<file path="config.mk">
export PLATFORM = sky130hd
export DESIGN_NAME = axi_ddr_wr_master
export DESIGN_NICKNAME = d
export VERILOG_FILES = /design/src/rtl/ddr_axi_pkg.sv /design/src/rtl/axi_ddr_wr_master.sv
export SDC_FILE = /design/constraint.sdc
export NUM_CORES = 1
export LEC_CHECK = 0
export ABC_AREA = 1
export BUFFER_PORTS_ARGS = -buffer_cell sky130_fd_sc_hd__buf_2
export CELL_PAD_IN_SITES_DETAIL_PLACEMENT = 1
export CELL_PAD_IN_SITES_GLOBAL_PLACEMENT = 2
export CORE_MARGIN = 4
export CORE_UTILIZATION = 25
export DETAILED_ROUTE_END_ITERATION = 10
export HOLD_SLACK_MARGIN = 0.08
export PLACE_DENSITY_LB_ADDON = 0.1
export SYNTH_ARGS = -nofsm -noshare
export SYNTH_HDL_FRONTEND = slang
export SYNTH_SLANG_ARGS = --single-unit
</file>
<file path="constraint.sdc">
create_clock -name clk -period 2.12 [get_ports clk]
set_input_delay 0.106 -clock clk [delete_from_list [all_inputs] [get_ports clk]]
set_output_delay 0.106 -clock clk [all_outputs]
set_load 0.01 [all_outputs]
</file>
<file path="src/rtl/ddr_axi_pkg.sv">
// Shared AXI4 constants, write-master FSM encoding and a constant-friendly clog2
// used by the DDR3 MIG-facing AXI blocks.
`timescale 1ns/1ps
package ddr_axi_pkg;

    localparam logic [1:0] AXI_BURST_INCR    = 2'b01;
    localparam logic [1:0] AXI_RESP_OKAY     = 2'b00;
    localparam logic [3:0] AXI_CACHE_DEFAULT = 4'b0011;

    typedef enum logic [1:0] {
        ST_IDLE = 2'd0,
        ST_AW   = 2'd1,
        ST_W    = 2'd2,
        ST_B    = 2'd3
    } wr_state_e;

    function automatic int clog2(input int value);
        int result;
        int v;
        result = 0;
        v      = value - 1;
        while (v > 0) begin
            result = result + 1;
            v      = v >> 1;
        end
        return result;
    endfunction

endpackage

</file>
<file path="src/rtl/axi_ddr_wr_master.sv">
// AXI4 burst write master: one outstanding AW -> W -> B sequence per accepted
// wr_start, pulling upstream data one beat at a time through wr_req.
`timescale 1ns/1ps
module axi_ddr_wr_master
    import ddr_axi_pkg::*;
#(
    parameter int C_M_AXI_ID_WIDTH   = 1,
    parameter int C_M_AXI_ADDR_WIDTH = 32,
    parameter int C_M_AXI_DATA_WIDTH = 32
) (
    input  logic                            clk,
    input  logic                            rst_n,
    input  logic                            wr_start,
    input  logic [C_M_AXI_ADDR_WIDTH-1:0]   wr_addr,
    input  logic [7:0]                      wr_len,
    input  logic [C_M_AXI_DATA_WIDTH-1:0]   wr_data,
    output logic                            wr_req,
    output logic                            wr_busy,
    output logic                            wr_done,
    output logic                            wr_err,
    output logic [C_M_AXI_ID_WIDTH-1:0]     m_axi_awid,
    output logic [C_M_AXI_ADDR_WIDTH-1:0]   m_axi_awaddr,
    output logic [7:0]                      m_axi_awlen,
    output logic [2:0]                      m_axi_awsize,
    output logic [1:0]                      m_axi_awburst,
    output logic                            m_axi_awlock,
    output logic [3:0]                      m_axi_awcache,
    output logic [2:0]                      m_axi_awprot,
    output logic [3:0]                      m_axi_awqos,
    output logic                            m_axi_awvalid,
    input  logic                            m_axi_awready,
    output logic [C_M_AXI_DATA_WIDTH-1:0]   m_axi_wdata,
    output logic [C_M_AXI_DATA_WIDTH/8-1:0] m_axi_wstrb,
    output logic                            m_axi_wlast,
    output logic                            m_axi_wvalid,
    input  logic                            m_axi_wready,
    input  logic [C_M_AXI_ID_WIDTH-1:0]     m_axi_bid,
    input  logic [1:0]                      m_axi_bresp,
    input  logic                            m_axi_bvalid,
    output logic                            m_axi_bready
);

    localparam logic [2:0] AXI_SIZE = 3'(clog2(C_M_AXI_DATA_WIDTH / 8));

    wr_state_e                       state_reg, state_next;
    logic [C_M_AXI_ADDR_WIDTH-1:0]   awaddr_reg, awaddr_next;
    logic [7:0]                      awlen_reg, awlen_next;
    logic [7:0]                      beat_cnt_reg, beat_cnt_next;
    logic                            done_next, err_next;
    logic                            awvalid_reg, wvalid_reg, wlast_reg, bready_reg;
    logic                            busy_reg, done_reg, err_reg;
    logic                            w_hs;
    logic                            unused_bid;

    assign unused_bid = ^m_axi_bid;
    assign w_hs       = wvalid_reg & m_axi_wready;

    always_comb begin
        state_next    = state_reg;
        awaddr_next   = awaddr_reg;
        awlen_next    = awlen_reg;
        beat_cnt_next = beat_cnt_reg;
        done_next     = 1'b0;
        err_next      = err_reg;
        case (state_reg)
            ST_IDLE: begin
                if (wr_start) begin
                    awaddr_next   = wr_addr;
                    // A zero length is treated as a single beat.
                    awlen_next    = (wr_len == 8'd0) ? 8'd0 : 8'(wr_len - 8'd1);
                    beat_cnt_next = 8'd0;
                    state_next    = ST_AW;
                end
            end
            ST_AW: begin
                if (m_axi_awready) state_next = ST_W;
            end
            ST_W: begin
                if (w_hs) begin
                    beat_cnt_next = 8'(beat_cnt_reg + 8'd1);
                    if (beat_cnt_reg == awlen_reg) state_next = ST_B;
                end
            end
            ST_B: begin
                if (m_axi_bvalid) begin
                    state_next = ST_IDLE;
                    done_next  = 1'b1;
                    if (m_axi_bresp != AXI_RESP_OKAY) err_next = 1'b1;
                end
            end
            default: state_next = ST_IDLE;
        endcase
    end

    // Handshake-facing outputs are registered from the next state so they
    // line up exactly with the state they describe.
    always_ff @(posedge clk or negedge rst_n) begin
        if (!rst_n) begin
            state_reg    <= ST_IDLE;
            awaddr_reg   <= '0;
            awlen_reg    <= 8'd0;
            beat_cnt_reg <= 8'd0;
            awvalid_reg  <= 1'b0;
            wvalid_reg   <= 1'b0;
            wlast_reg    <= 1'b0;
            bready_reg   <= 1'b0;
            busy_reg     <= 1'b0;
            done_reg     <= 1'b0;
            err_reg      <= 1'b0;
        end else begin
            state_reg    <= state_next;
            awaddr_reg   <= awaddr_next;
            awlen_reg    <= awlen_next;
            beat_cnt_reg <= beat_cnt_next;
            awvalid_reg  <= (state_next == ST_AW);
            wvalid_reg   <= (state_next == ST_W);
            wlast_reg    <= (state_next == ST_W) && (beat_cnt_next == awlen_next);
            bready_reg   <= (state_next == ST_B);
            busy_reg     <= (state_next != ST_IDLE);
            done_reg     <= done_next;
            err_reg      <= err_next;
        end
    end

    assign wr_req        = w_hs;
    assign wr_busy       = busy_reg;
    assign wr_done       = done_reg;
    assign wr_err        = err_reg;
    assign m_axi_awid    = '0;
    assign m_axi_awaddr  = awaddr_reg;
    assign m_axi_awlen   = awlen_reg;
    assign m_axi_awsize  = AXI_SIZE;
    assign m_axi_awburst = AXI_BURST_INCR;
    assign m_axi_awlock  = 1'b0;
    assign m_axi_awcache = AXI_CACHE_DEFAULT;
    assign m_axi_awprot  = 3'b000;
    assign m_axi_awqos   = 4'b0000;
    assign m_axi_awvalid = awvalid_reg;
    assign m_axi_wdata   = wr_data;
    assign m_axi_wstrb   = '1;
    assign m_axi_wlast   = wlast_reg;
    assign m_axi_wvalid  = wvalid_reg;
    assign m_axi_bready  = bready_reg;

endmodule

</file>
### Word-level counts from Yosys, hierarchy flattened

Index checks and enable logic that the tools add are counted.

| cells by class | value |
|---|---|
| mux-type cells | 14 |
| eq/ne operators | 8 |
| bitwise logic cells | 1 |
| $mul | 0 |
| order comparisons | 0 |
| reduce and logical (&&, ||, !) cells | 7 |
| divide/modulo/power cells | 0 |
| add/subtract/negate cells | 2 |
| shift operators | 0 |

Operators by type and width:

| kind | count |
|---|---|
| 8-bit two-way mux | 5 |
| 8-bit equality test | 2 |
| 8-bit case mux with 2 select lines | 1 |
| 2-bit two-way mux | 5 |
| 8-bit by 1-bit adder with 8-bit output, second input constant | 1 |
| 2-bit equality test, second input constant | 4 |
| 8-bit zero test | 1 |
| 2-bit case mux with 4 select lines | 1 |
| 8-bit by 1-bit subtractor with 8-bit output, second input constant | 1 |
| 2-bit by 1-bit equality test with 1-bit output, second input constant | 2 |
| 2-bit nonzero test | 2 |
| 3-bit AND reduction | 1 |
| 2-bit zero test | 1 |
| 1-bit two-way mux | 2 |
| 2-bit AND reduction | 1 |
| 1-bit AND | 1 |
| 1-bit logical AND | 1 |

| word-level totals | value |
|---|---|
| input bits | 81 |
| output and inout bits | 102 |
| RAM bits | 0 |
| register bits | 57 |
| latch bits | 0 |
| memories | 0 |
| word-level logic and storage cells | 43 |
| ROM bits | 0 |

### Logic depth before layout (Yosys ltp)

Gate-level depths: netlist of run 1.

| depth | value |
|---|---|
| word-level depth | 6 |
| gate-level depth with buffers | 14 |

### Worst setup path before layout of run 1

Ideal clock, no wire load.

| path | value |
|---|---|
| path kind | reg2reg |
| start | register state_reg[1] |
| end | register wlast_reg, in the netlist m_axi_wlast |
| library setup time | 0.071 ns |
| path buffers | 2 |
| required time | 2.049 ns |
| cell stages (with the launch flop) | 12 |
| clock period less this slack | 1.443 ns |
| slack | 0.677 ns |
| arrival time | 1.371 ns |
| path through | dfrtp_1 > buf_6 > nor2_4 > nand2_4 > buf_6 > nand3_1 > nand3_1 > nand2_1 > nand2_1 > nor2_1 > nand2_1 > nor2_1 |

| between the ends | value |
|---|---|
| longest elaborated chain between the ends | 5 |
| elaborated cells between the ends (all ways) | 15 |
| those cells by class | 5 x eq/ne; 8 x mux; 2 x reduce/logical |

Ends and longest elaborated chain:

| what | RTL line | RTL |
|---|---|---|
| start: declaration | axi_ddr_wr_master.sv:45 | `wr_state_e state_reg, state_next;` |
| start signal: assignment | axi_ddr_wr_master.sv:111 | `state_reg <= state_next;` |
| 2-bit two-way mux | axi_ddr_wr_master.sv:81 | `if (beat_cnt_reg == awlen_reg) state_next = ST_B;` |
| 2-bit two-way mux | axi_ddr_wr_master.sv:79 | `if (w_hs) begin` |
| 2-bit case mux with 4 select lines | axi_ddr_wr_master.sv:65 | `case (state_reg)` |
| 2-bit equality test | axi_ddr_wr_master.sv:117 | `wlast_reg <= (state_next == ST_W) && (beat_cnt_next == awlen_next);` |
| 1-bit logical AND (*) | axi_ddr_wr_master.sv:117 |  |
| end signal: assignment | axi_ddr_wr_master.sv:117 |  |
| end: declaration | axi_ddr_wr_master.sv:50 | `logic awvalid_reg, wvalid_reg, wlast_reg, bready_reg;` |

Every way passes the cells marked *; elsewhere a longest branch is shown, timed or not.
A chain may end at the register's enable or synchronous reset.

### Final worst setup path of run 1

| path | value |
|---|---|
| start | input port wr_len[0] |
| end | register wlast_reg, in the netlist m_axi_wlast |

| between the ends | value |
|---|---|
| longest elaborated chain between the ends | 6 |
| elaborated cells between the ends (all ways) | 7 |
| those cells by class | 1 x add/sub; 1 x eq/ne; 3 x mux; 2 x reduce/logical |

Ends and longest elaborated chain:

| what | RTL line | RTL |
|---|---|---|
| start: declaration | axi_ddr_wr_master.sv:15 | `input logic [7:0] wr_len,` |
| 8-bit by 1-bit subtractor with 8-bit output / 8-bit zero test (equally long branches) | axi_ddr_wr_master.sv:70 | `awlen_next = (wr_len == 8'd0) ? 8'd0 : 8'(wr_len - 8'd1);` |
| 8-bit two-way mux (*) | axi_ddr_wr_master.sv:70 |  |
| 8-bit two-way mux (*) | axi_ddr_wr_master.sv:67 | `if (wr_start) begin` |
| 8-bit two-way mux (*) | axi_ddr_wr_master.sv:65 |  |
| 8-bit equality test (*) | axi_ddr_wr_master.sv:117 |  |
| 1-bit logical AND (*) | axi_ddr_wr_master.sv:117 |  |

Marked as above.

==> run_results.csv, run 1 <==
group,metric,value,unit
timing,setup-tns-final,0,ns
grt,gr-total-overflow,0,
power_and_ir_drop,p_comb_frac,0.394,
logic_synthesis,yosysMostFrequentCell,"nand2_1",
outcome,outcome,"finished, final reports clean",
worst_setup_path,worstSetupPathType,"in2reg",
clock_tree,clk_path_buf_depth,2,
clock_tree,clock_latency,0.32,ns
drt,drt_iter0_markers,51,
floorplanning,rows,41,
worst_hold_path,whs_path_depth,3,
layout,largest_reg_flops,32,
drt,via_per_inst,4.073,
worst_setup_path,worstPathArrival,2.11,ns
power_and_ir_drop,p_int,3486,µW
drt,wirelength,9.768,mm
worst_setup_path,crit_fanout,5,
placed_design,dpl_cell_area,3661,µm²
drt,drcViolationCount,0,
clock_tree,ctsResizeCount,0,
flow_run,cap_violations,0,
logic_synthesis,syn_area,3317,µm²
grt,grt_max_degree,58,
worst_setup_path,ff2ff_path_depth,11,
worst_setup_path,worstPathRequired,2.37,ns
floorplanning,die_x,123.2,µm
logic_synthesis,yosysSeqAreaShare,0.4300,
logic_synthesis,ys_types,31,
layout,antennaDiodeCount,0,
logic_synthesis,synth_top_area_cell,"dfrtp_1",
logic_synthesis,synth_cells,443,
clock_tree,ctsHoldBuffers,37,
logic_synthesis,synth_warnings,0,
timing,fmax,539.2,MHz
worst_setup_path,endpoint_kind,"flip-flop",
clock_tree,post_cts_buffers,0,
clock_tree,cts_root_buffer,"clkbuf_16",
grt,grt_pass1_vias,3275,
timing,relSlewSlack,0.4858,
clock_tree,cts_tree,"done",
layout,fill_cells,1623,
layout,finalNetCount,632,
timing,rsz0062_at_grt,"false",
timing,tightest_slew,0.7713,ns
grt,antenna_found_initial,0,
logic_synthesis,synth-seq-cells,57,
floorplanning,dieHeight,123.2,µm
drt,drtAntennaViolNets,0,
layout,utilization,0.3401,
power_and_ir_drop,power.share.switching,0.3879,
power_and_ir_drop,p_total,5696,µW
clock_tree,htree_levels,3,
power_and_ir_drop,p_seq_frac,0.326,
clock_tree,numCtsBuffers,9,
timing,setup_viol,0,
floorplanning,start_util,0.2586,
placed_design,gp_congestion,0.7664,
power_and_ir_drop,p_switching,2210,µW
floorplanning,coreArea,12820,µm²
worst_setup_path,cp-start-kind,"input pin",
logic_synthesis,async_reset_ff_frac,1.000,
logic_synthesis,synth_area_leaders,"dfrtp_1 (43%), nand2_1 (21%), buf_4 (12%)",
timing,finalHoldViolCount,0,
power_and_ir_drop,cellLeakagePower,0.002446,µW
drt,wl_per_cell,13.47,µm
timing,fin_crit,1.855,ns
clock_tree,clock-sinks,57,
logic_synthesis,synth_top_area_frac,0.4300,
drt,drtPass1Iterations,4,
power_and_ir_drop,pwr-share-clk,0.280,
layout,drive_gt1_frac,0.2495,
power_and_ir_drop,vdd_drop_max,418.0,µV
power_and_ir_drop,power_density,1306,nW/µm²
logic_synthesis,synth_top_flop_cell,"dfrtp_1",
drt,dr_total_vias,2953,
placed_design,dp_hpwl,7.233,mm
logic_synthesis,synth_edf_count,0,
floorplanning,pin_count,183,
timing,fin_skew,0.008062,ns
timing,maxSlewViolCount,0,
grt,grt_pass1_wl,15.99,mm
timing,period_share,0.8748,
logic_synthesis,avgSynthCellArea,7.487,µm²
logic_synthesis,synthTopCellsByCount,"nand2_1 (185), dfrtp_1 (57), buf_4 (54)",
grt,track_usage,0.1363,
layout,final_area,4362,µm²
placed_design,portBuffers,95,
worst_hold_path,hold_path.class,"in2reg",
floorplanning,die-area,15170,µm²
layout,area_growth,31.50,%
placed_design,dp.cells,672,
clock_tree,clkTransAtPathRegs,0.05,ns
layout,stdcell_count,725,
## worst max-delay path, cell delays in order
cell and delay [ns]:
dlygate4sd3_1 0.54, buf_2 0.13, inv_1 0.14, ha_1 0.26, nand3b_1 0.18, nor2_1 0.12
nor2_1 0.05, nand2_1 0.05, nand2_1 0.05, nor2_1 0.13, nand2_1 0.06, nor2_1 0.14
nand2_1 0.07, nor2_1 0.09
## cells in the final DEF, fill, tap and decap left out, drive strengths merged
cell type and instances:
clkinv 3, o21bai 1, nor2 26, o21ai 7, nand4 8, bufinv 2
nor3 3, nand3b 1, dlygate4sd3 37, nand2 191, ha 3, buf 100
conb 22, a31oi 1, a21boi 1, clkbuf 11, nand3 26, inv 44
dfrtp 57, xnor2 5, nor4 1, clkinvlp 1, a21oi 2
## routing by layer
layer | vias up | part of all wire | GRT usage
met2 | 78 | 0.50 | 0.2345
met1 | 1374 | 0.42 | 0.1580
met4 | 0 | 0.012 | 0.03945
li1 | 1492 | - | -
met3 | 9 | 0.061 | 0.05124
met5 | - | 0 | 0
## power by group through the flow
| stage | registers, µW | logic [µW] | clock network [µW] |
|---|---|---|---|
| after floorplan | 2000 | 1330 | 0 |
| after CTS | 1880 | 2330 | 1650 |
| after global placement | 1870 | 2230 | 0 |
| final | 1860 | 2240 | 1590 |
| after global routing | 1930 | 2610 | 1710 |
| after detailed placement | 1870 | 2270 | 0 |
## kinds of logic after synthesis
kind of cell             count (synthesis)  share of synthesized area
AO/OA/AOI/OAI                           12                    0.01999
XOR/XNOR                                 5                    0.01320
adder cells (fa/ha/maj)                  3                    0.01132
other                                    2                   0.002264
flip-flops                              57                     0.4300
AND/OR/NAND/NOR                        256                     0.3335
buffers and inverters                  108                     0.1897
## area by class of cell
class | instances | area, µm² | area share
Timing Repair Buffer | 137 | 883.3 | 0.2025
Inverter | 45 | 170.2 | 0.03901
Sequential cell | 57 | 1426 | 0.3270
Tap cell | 172 | 215.2 | 0.04934
Multi-Input combinational cell | 298 | 1336 | 0.3064
Clock inverter | 5 | 77.57 | 0.01779
Clock buffer | 11 | 252.7 | 0.05795
## through the flow
stage / hold slack [ns] / setup WS, ns
global placement: 0.2121 / 0.3177
finish: 0.1558 / 0.2654
global route: 0.1552 / 0.02380
detailed placement: 0.2121 / 0.2665
CTS: 0.1368 / 0.2035
floorplan: -0.1896 / 0.6773
## path summary, 6_finish.rpt
check | startpoint | to | slack (ns)
setup / recovery | wr_len[0] | m_axi_wlast$_DFF_PN0_ | 0.27
hold / removal | m_axi_awready | state_reg[1]$_DFF_PN0_ | 0.16
setup reg to reg | state_reg[1]$_DFF_PN0_ | m_axi_wlast$_DFF_PN0_ | 0.31
hold reg to reg | wr_err$_DFFE_PN0P_ | wr_err$_DFFE_PN0P_ | 0.46
max in group asynchronous | rst_n | m_axi_awaddr[2]$_DFFE_PN0P_ | 1.13
min in group asynchronous | rst_n | m_axi_awlen[0]$_DFF_PN0_ | 0.45
Note: power is estimated with default switching activity, not from simulation.
==> run 2, diff against run 1 <==
Settings changed: ABC_AREA 1 to default, CORE_MARGIN 4 to default, CORE_UTILIZATION 25 to 26.
==> run_results.csv, run 2 <==
group,metric,value,unit
floorplanning,pin_count,183,
floorplanning,die_x,111.8,µm
clock_tree,cts_root_buffer,"clkbuf_16",
drt,drt_iter0_markers,64,
power_and_ir_drop,p_int,3385,µW
logic_synthesis,yosys.area_share.simple,0.2346,
logic_synthesis,synth_xor_xnor_area_share,0.06105,
timing,rsz0062_at_grt,"true",
layout,area_growth,37.07,%
power_and_ir_drop,p_comb_frac,0.419,
logic_synthesis,avgSynthCellArea,9.141,µm²
logic_synthesis,synth-compound-area-share,0.07063,
worst_setup_path,crit_chain,"buf_6 > nand4b_1 > or3_4 > a21oi_4 > xor2_1 > or4_4 > nor4_2",
logic_synthesis,synth_top_family_by_area,"simple AND/OR/NAND/NOR gates",
drt,drtAntennaViolNets,0,
grt,grt_pass1_vias,2782,
clock_tree,cts_tree,"done",
timing,whs,0.1167,ns
clock_tree,clock_latency,0.32,ns
clock_tree,numCtsBuffers,9,
timing,fin_skew,0.005035,ns
floorplanning,die-area,12500,µm²
timing,finalHoldViolCount,0,
layout,largest_reg_flops,32,
outcome,outcome,"complete, but fails checks",
timing,maxSlewViolCount,0,
power_and_ir_drop,power_density,1239,nW/µm²
power_and_ir_drop,power.share.switching,0.3643,
drt,via_per_inst,4.324,
grt,grt_max_degree,34,
logic_synthesis,synth_area_leaders,"dfrtp_1 (45%), buf_4 (13%), nand2_1 (13%)",
layout,finalNetCount,553,
layout,antennaDiodeCount,0,
worst_setup_path,worstSetupPathType,"reg2reg",
flow_run,cap_violations,0,
logic_synthesis,yosysMostFrequentCell,"nand2_1",
logic_synthesis,async_reset_ff_frac,1.000,
logic_synthesis,syn_area,3136,µm²
logic_synthesis,synth_top_area_cell,"dfrtp_1",
timing,fmax,445.2,MHz
drt,wl_per_cell,13.81,µm
grt,track_usage,0.1427,
clock_tree,clkTransAtPathRegs,0.05,ns
floorplanning,start_util,0.2711,
timing,setup_viol,1,
worst_setup_path,crit_fanout,4,
layout,final_common_cell,"nand2_1",
floorplanning,coreArea,11560,µm²
logic_synthesis,ys_types,53,
timing,period_share,1.060,
placed_design,dp_hpwl,6.344,mm
clock_tree,clk_path_buf_depth,2,
power_and_ir_drop,p_switching,1939,µW
worst_setup_path,endpoint_kind,"flip-flop",
timing,fin_crit,2.246,ns
layout,final_cell_mix,"nand2_1 (107), buf_2 (95), dfrtp_1 (57)",
worst_hold_path,hold_path.class,"in2reg",
logic_synthesis,yosysSeqAreaShare,0.4549,
logic_synthesis,synth_warnings,0,
power_and_ir_drop,pwr-share-clk,0.240,
grt,grt_pass1_wl,13.72,mm
logic_synthesis,synth_edf_count,0,
power_and_ir_drop,vdd_drop_max,353.9,µV
clock_tree,htree_levels,3,
layout,drive_gt1_frac,0.3369,
worst_setup_path,crit_buf_inv,1,
logic_synthesis,synth-seq-cells,57,
outcome,violations,"DRC, setup timing",
grt,antenna_found_initial,0,
worst_setup_path,cp-start-kind,"flip-flop",
grt,gr-total-overflow,0,
worst_setup_path,cpLargestDelayFamily,"simple AND/OR/NAND/NOR gates",
drt,wirelength,8.496,mm
worst_setup_path,worstPathRequired,2.34,ns
clock_tree,clock-sinks,57,
layout,fill_cells,1335,
power_and_ir_drop,cellLeakagePower,0.002232,µW
timing,final.setup.worst_slack,-0.1264,ns
logic_synthesis,synth_fa_ha_area_frac,0.01197,
power_and_ir_drop,p_seq_frac,0.341,
placed_design,gp_congestion,0.7417,
drt,dr_total_vias,2659,
floorplanning,rows,39,
logic_synthesis,muxShareOfSynthArea,0.006784,
drt,drtPass1Iterations,7,
logic_synthesis,synth_cells,343,
timing,setup-tns-final,-0.1264,ns
floorplanning,dieHeight,111.8,µm
logic_synthesis,synth_top_area_frac,0.4549,
logic_synthesis,synthTopCellsByCount,"nand2_1 (107), dfrtp_1 (57), buf_4 (54)",
worst_setup_path,critPathSlowestCell,"or4_4",
logic_synthesis,synth_top_flop_cell,"dfrtp_1",
placed_design,portBuffers,95,
drt,drcViolationCount,15,
worst_setup_path,max_stage_delay,0.53,ns
worst_setup_path,worstPathArrival,2.47,ns
-- run 2: changes by cell type after synthesis, moves of 5 or more --
cell | previous run | this run
nand2_1 | 185 | 107
inv_1 | 39 | 6
nand3_1 | 24 | 3
nor2_1 | 19 | 7
xor2_1 | 0 | 9
clkbuf_1 | 3 | 9
inv_2 | 5 | 0
nand2_2 | 5 | 0
xnor2_1 | 5 | 10
-- run 2: final cells by class --
class / count / area (µm²) / share of cell area
repair buffers: 162 / 1072 / 0.2495
well taps: 143 / 178.9 / 0.04163
clock buffers: 14 / 264.0 / 0.06143
multi-input cells: 233 / 1334 / 0.3103
flip-flops and latches: 57 / 1426 / 0.3319
inverters: 6 / 22.52 / 0.005240
-- run 2: tightest hold or removal path, cell delays in order --
cell and delay (ns):
buf_2 0.11, nand3_1 0.12, inv_1 0.05
-- run 2: stage by stage --
step | util | cells | setup slack [ns] | cell area (µm²) | total power, µW
floorplan | - | 363 | 0.003431 | 3242 | 3157
global placement | 0.3141 | 564 | -0.1715 | 3632 | 3999
detailed placement | 0.3141 | 564 | -0.2316 | 3632 | 4042
CTS | 0.3716 | 615 | -0.1441 | 4298 | 5459
global route | 0.3716 | 615 | -0.2273 | 4298 | 5741
finish | 0.3716 | 615 | -0.1264 | 4298 | 5325
-- run 2: logic make-up after synthesis --
kind of cell               Yosys count
adders and majority gates            3
DFF                                 57
other                                2
and+or+nand+nor                    156
AOI/OAI and AO/OA                   30
xor gates and xnor gates            20
buffers and inverters               73
muxes                                2
-- run 2: layer usage --
layer,up-vias,global-route usage,part of all wire
li1,1298,-,-
met1,1247,0.1662,0.43
met2,96,0.2435,0.48
met3,18,0.03484,0.061
met4,0,0.07297,0.023
met5,-,0,0
-- run 2: what timing repair did --
action                                  in CTS  in global routing
setup buffers                                1                  0
hold buffers                                36                  0
endpoints found under the setup margin       1                  1
endpoints found under the hold margin       91                  0
resized for setup                            6                  0
-- run 2: power groups by stage --
| stage | registers, µW | logic [µW] | clock network (µW) |
|---|---|---|---|
| after floorplan | 1990 | 1160 | 0 |
| after global placement | 1830 | 2170 | 0 |
| after detailed placement | 1840 | 2200 | 0 |
| after CTS | 1830 | 2290 | 1340 |
| after global routing | 1880 | 2480 | 1380 |
| final | 1820 | 2230 | 1280 |
-- run 2: worst paths after layout --
kind,depth (start not counted),slack (ns),endpoint,start
worst min-delay path,3,0.12,wr_done$_DFF_PN0_,m_axi_bvalid
worst max register to register,7,-0.13,m_axi_wlast$_DFF_PN0_,state_reg[1]$_DFF_PN0_
min in group asynchronous,2,0.15,wr_err$_DFFE_PN0P_,rst_n
max in group asynchronous,3,1.30,beat_cnt_reg[4]$_DFF_PN0_,rst_n
worst min register to register,2,0.46,m_axi_awaddr[2]$_DFFE_PN0P_,m_axi_awaddr[2]$_DFFE_PN0P_
worst max-delay path,7,-0.13,m_axi_wlast$_DFF_PN0_,state_reg[1]$_DFF_PN0_
==> run 3, diff against run 2 <==
Settings changed: ABC_AREA from default to 1, CORE_UTILIZATION 26 to 25.
==> run_results.csv, run 3 (synthesis gave the netlist of run 1 again) <==
group,metric,value,unit
outcome,outcome,"finished, final reports clean",
grt,antenna_found_initial,0,
layout,largest_reg_flops,32,
timing,relSlewSlack,0.5895,
layout,stdcell_count,724,
power_and_ir_drop,p_switching,2220,µW
worst_setup_path,worstPathArrival,2.11,ns
placed_design,portBuffers,95,
power_and_ir_drop,p_comb_frac,0.403,
clock_tree,cts_tree,"done",
grt,grt_pass1_wl,14.83,mm
worst_setup_path,max_stage_delay,0.54,ns
layout,area_growth,31.31,%
timing,setup-tns-final,0,ns
timing,finalHoldViolCount,0,
floorplanning,rows,41,
timing,maxSlewViolCount,0,
worst_setup_path,crit_chain,"dlygate4sd3_1 > buf_2 > inv_1 > ha_1 > nand2_1 > nor2_4 > o21ai_1 > nand2_1 > nand2_1 > nor2_1 > nand2_1 > nor2_1 > nand2_1 > nor2_1",
power_and_ir_drop,power_density,1286,nW/µm²
floorplanning,coreArea,12770,µm²
clock_tree,clk_path_buf_depth,2,
drt,wirelength,9.179,mm
grt,track_usage,0.1445,
layout,drive_gt1_frac,0.2482,
drt,drtAntennaViolNets,0,
worst_setup_path,path_common_cell,"nand2_1",
power_and_ir_drop,cellLeakagePower,0.002446,µW
worst_setup_path,cp-start-kind,"input pin",
clock_tree,cts_root_buffer,"clkbuf_16",
timing,setup_viol,0,
drt,drcViolationCount,0,
worst_setup_path,r2r-start,"state_reg[1]$_DFF_PN0_",
layout,final_area,4355,µm²
timing,fin_crit,1.849,ns
layout,fill_cells,1575,
drt,drt_iter0_markers,99,
timing,tightest_slew,0.6157,ns
clock_tree,clkTransAtPathRegs,0.05,ns
clock_tree,htree_levels,3,
clock_tree,ctsResizeCount,0,
grt,gr-total-overflow,0,
worst_setup_path,critPathSlowestCell,"dlygate4sd3_1",
drt,via_per_inst,4.058,
worst_hold_path,min_from,"m_axi_awready",
worst_setup_path,endpoint_kind,"flip-flop",
timing,whs,0.1403,ns
worst_setup_path,worstSetupPathType,"in2reg",
placed_design,dp.cells,671,
worst_setup_path,worstPathRequired,2.38,ns
flow_run,cap_violations,0,
grt,grt_max_degree,41,
floorplanning,dieHeight,117.2,µm
layout,final_common_cell,"nand2_1",
layout,final_cell_mix,"nand2_1 (185), buf_2 (95), dfrtp_1 (57)",
worst_hold_path,hold_path.class,"in2reg",
clock_tree,numCtsBuffers,9,
drt,drtPass1Iterations,4,
grt,grt_pass1_vias,2986,
timing,rsz0062_at_grt,"false",
drt,wl_per_cell,12.68,µm
timing,fmax,540.9,MHz
power_and_ir_drop,p_seq_frac,0.331,
drt,dr_total_vias,2938,
layout,antennaDiodeCount,0,
power_and_ir_drop,p_int,3379,µW
power_and_ir_drop,vdd_drop_max,336.5,µV
power_and_ir_drop,pwr-share-clk,0.266,
placed_design,dpl_cell_area,3679,µm²
floorplanning,die-area,13730,µm²
placed_design,dp_hpwl,6.607,mm
floorplanning,die_x,117.2,µm
floorplanning,pin_count,183,
timing,fin_skew,0.008905,ns
floorplanning,start_util,0.2597,
placed_design,gp_congestion,0.7218,
clock_tree,clock-sinks,57,
layout,finalNetCount,631,
timing,period_share,0.8720,
worst_setup_path,critical_path.startpoint,"wr_len[0]",
clock_tree,clock_latency,0.33,ns
worst_setup_path,crit_fanout,5,
power_and_ir_drop,power.share.switching,0.3965,
## run 3: final timing paths
| kind | endpoint | slack (ns) | cells past startpoint |
|---|---|---|---|
| min | state_reg[1]$_DFF_PN0_ | 0.14 | 3 |
| min in group asynchronous | m_axi_bready$_DFF_PN0_ | 0.34 | 2 |
| min reg2reg | m_axi_awaddr[4]$_DFFE_PN0P_ | 0.47 | 2 |
| max in group asynchronous | m_axi_awaddr[22]$_DFFE_PN0P_ | 1.15 | 3 |
| max | m_axi_wlast$_DFF_PN0_ | 0.27 | 14 |
| max reg2reg | m_axi_wlast$_DFF_PN0_ | 0.32 | 11 |
## run 3: critical path: cells and delay by family
family                     cells  cell delay (ns)
AOI/OAI and AO/OA              1             0.11
and+or+nand+nor                9             0.93
adders and majority gates      1             0.18
buffers and inverters          3             0.79
## run 3: timing repair
item / CTS / global route
endpoints found under the hold margin: 59 / 0
buffers inserted: 0 / 0
hold buffers: 37 / 0
## run 3: final cells by class
| type | count | area, µm² | share of cell area |
|---|---|---|---|
| Clock buffer | 11 | 252.7 | 0.05803 |
| Clock inverter | 5 | 53.80 | 0.01235 |
| Inverter | 45 | 170.2 | 0.03907 |
| Multi-Input combinational cell | 298 | 1336 | 0.3068 |
| Sequential cell | 57 | 1426 | 0.3275 |
| Tap cell | 172 | 215.2 | 0.04941 |
| Timing Repair Buffer | 136 | 900.9 | 0.2068 |
## run 3: through the flow
step                total power (µW)  setup WS, ns  utilization
detailed placement              4123        0.3033       0.2880
floorplan                       3328        0.6773            -
global placement                4093        0.3085       0.2880
finish                          5599        0.2714       0.3410
CTS                             5728        0.1995       0.3410
global route                    6112       0.05247       0.3410
## run 3: metal layers
metal / vias to the layer above / wire, µm / part of all wire / track usage
met1: 1364 / 4161 / 0.45 / 0.1839
met4: 0 / 156 / 0.017 / 0.06414
met2: 76 / 4393 / 0.48 / 0.2314
met3: 18 / 467 / 0.051 / 0.03605
met5: - / 0 / 0 / 0
li1: 1480 / - / - / -
## run 3: power by group through the flow
| stage | combinational, µW | sequential (µW) | clock (µW) |
|---|---|---|---|
| after floorplan | 1330 | 2000 | 0 |
| after global placement | 2230 | 1860 | 0 |
| after detailed placement | 2250 | 1870 | 0 |
| after CTS | 2320 | 1860 | 1550 |
| after global routing | 2600 | 1920 | 1590 |
| final | 2260 | 1850 | 1490 |
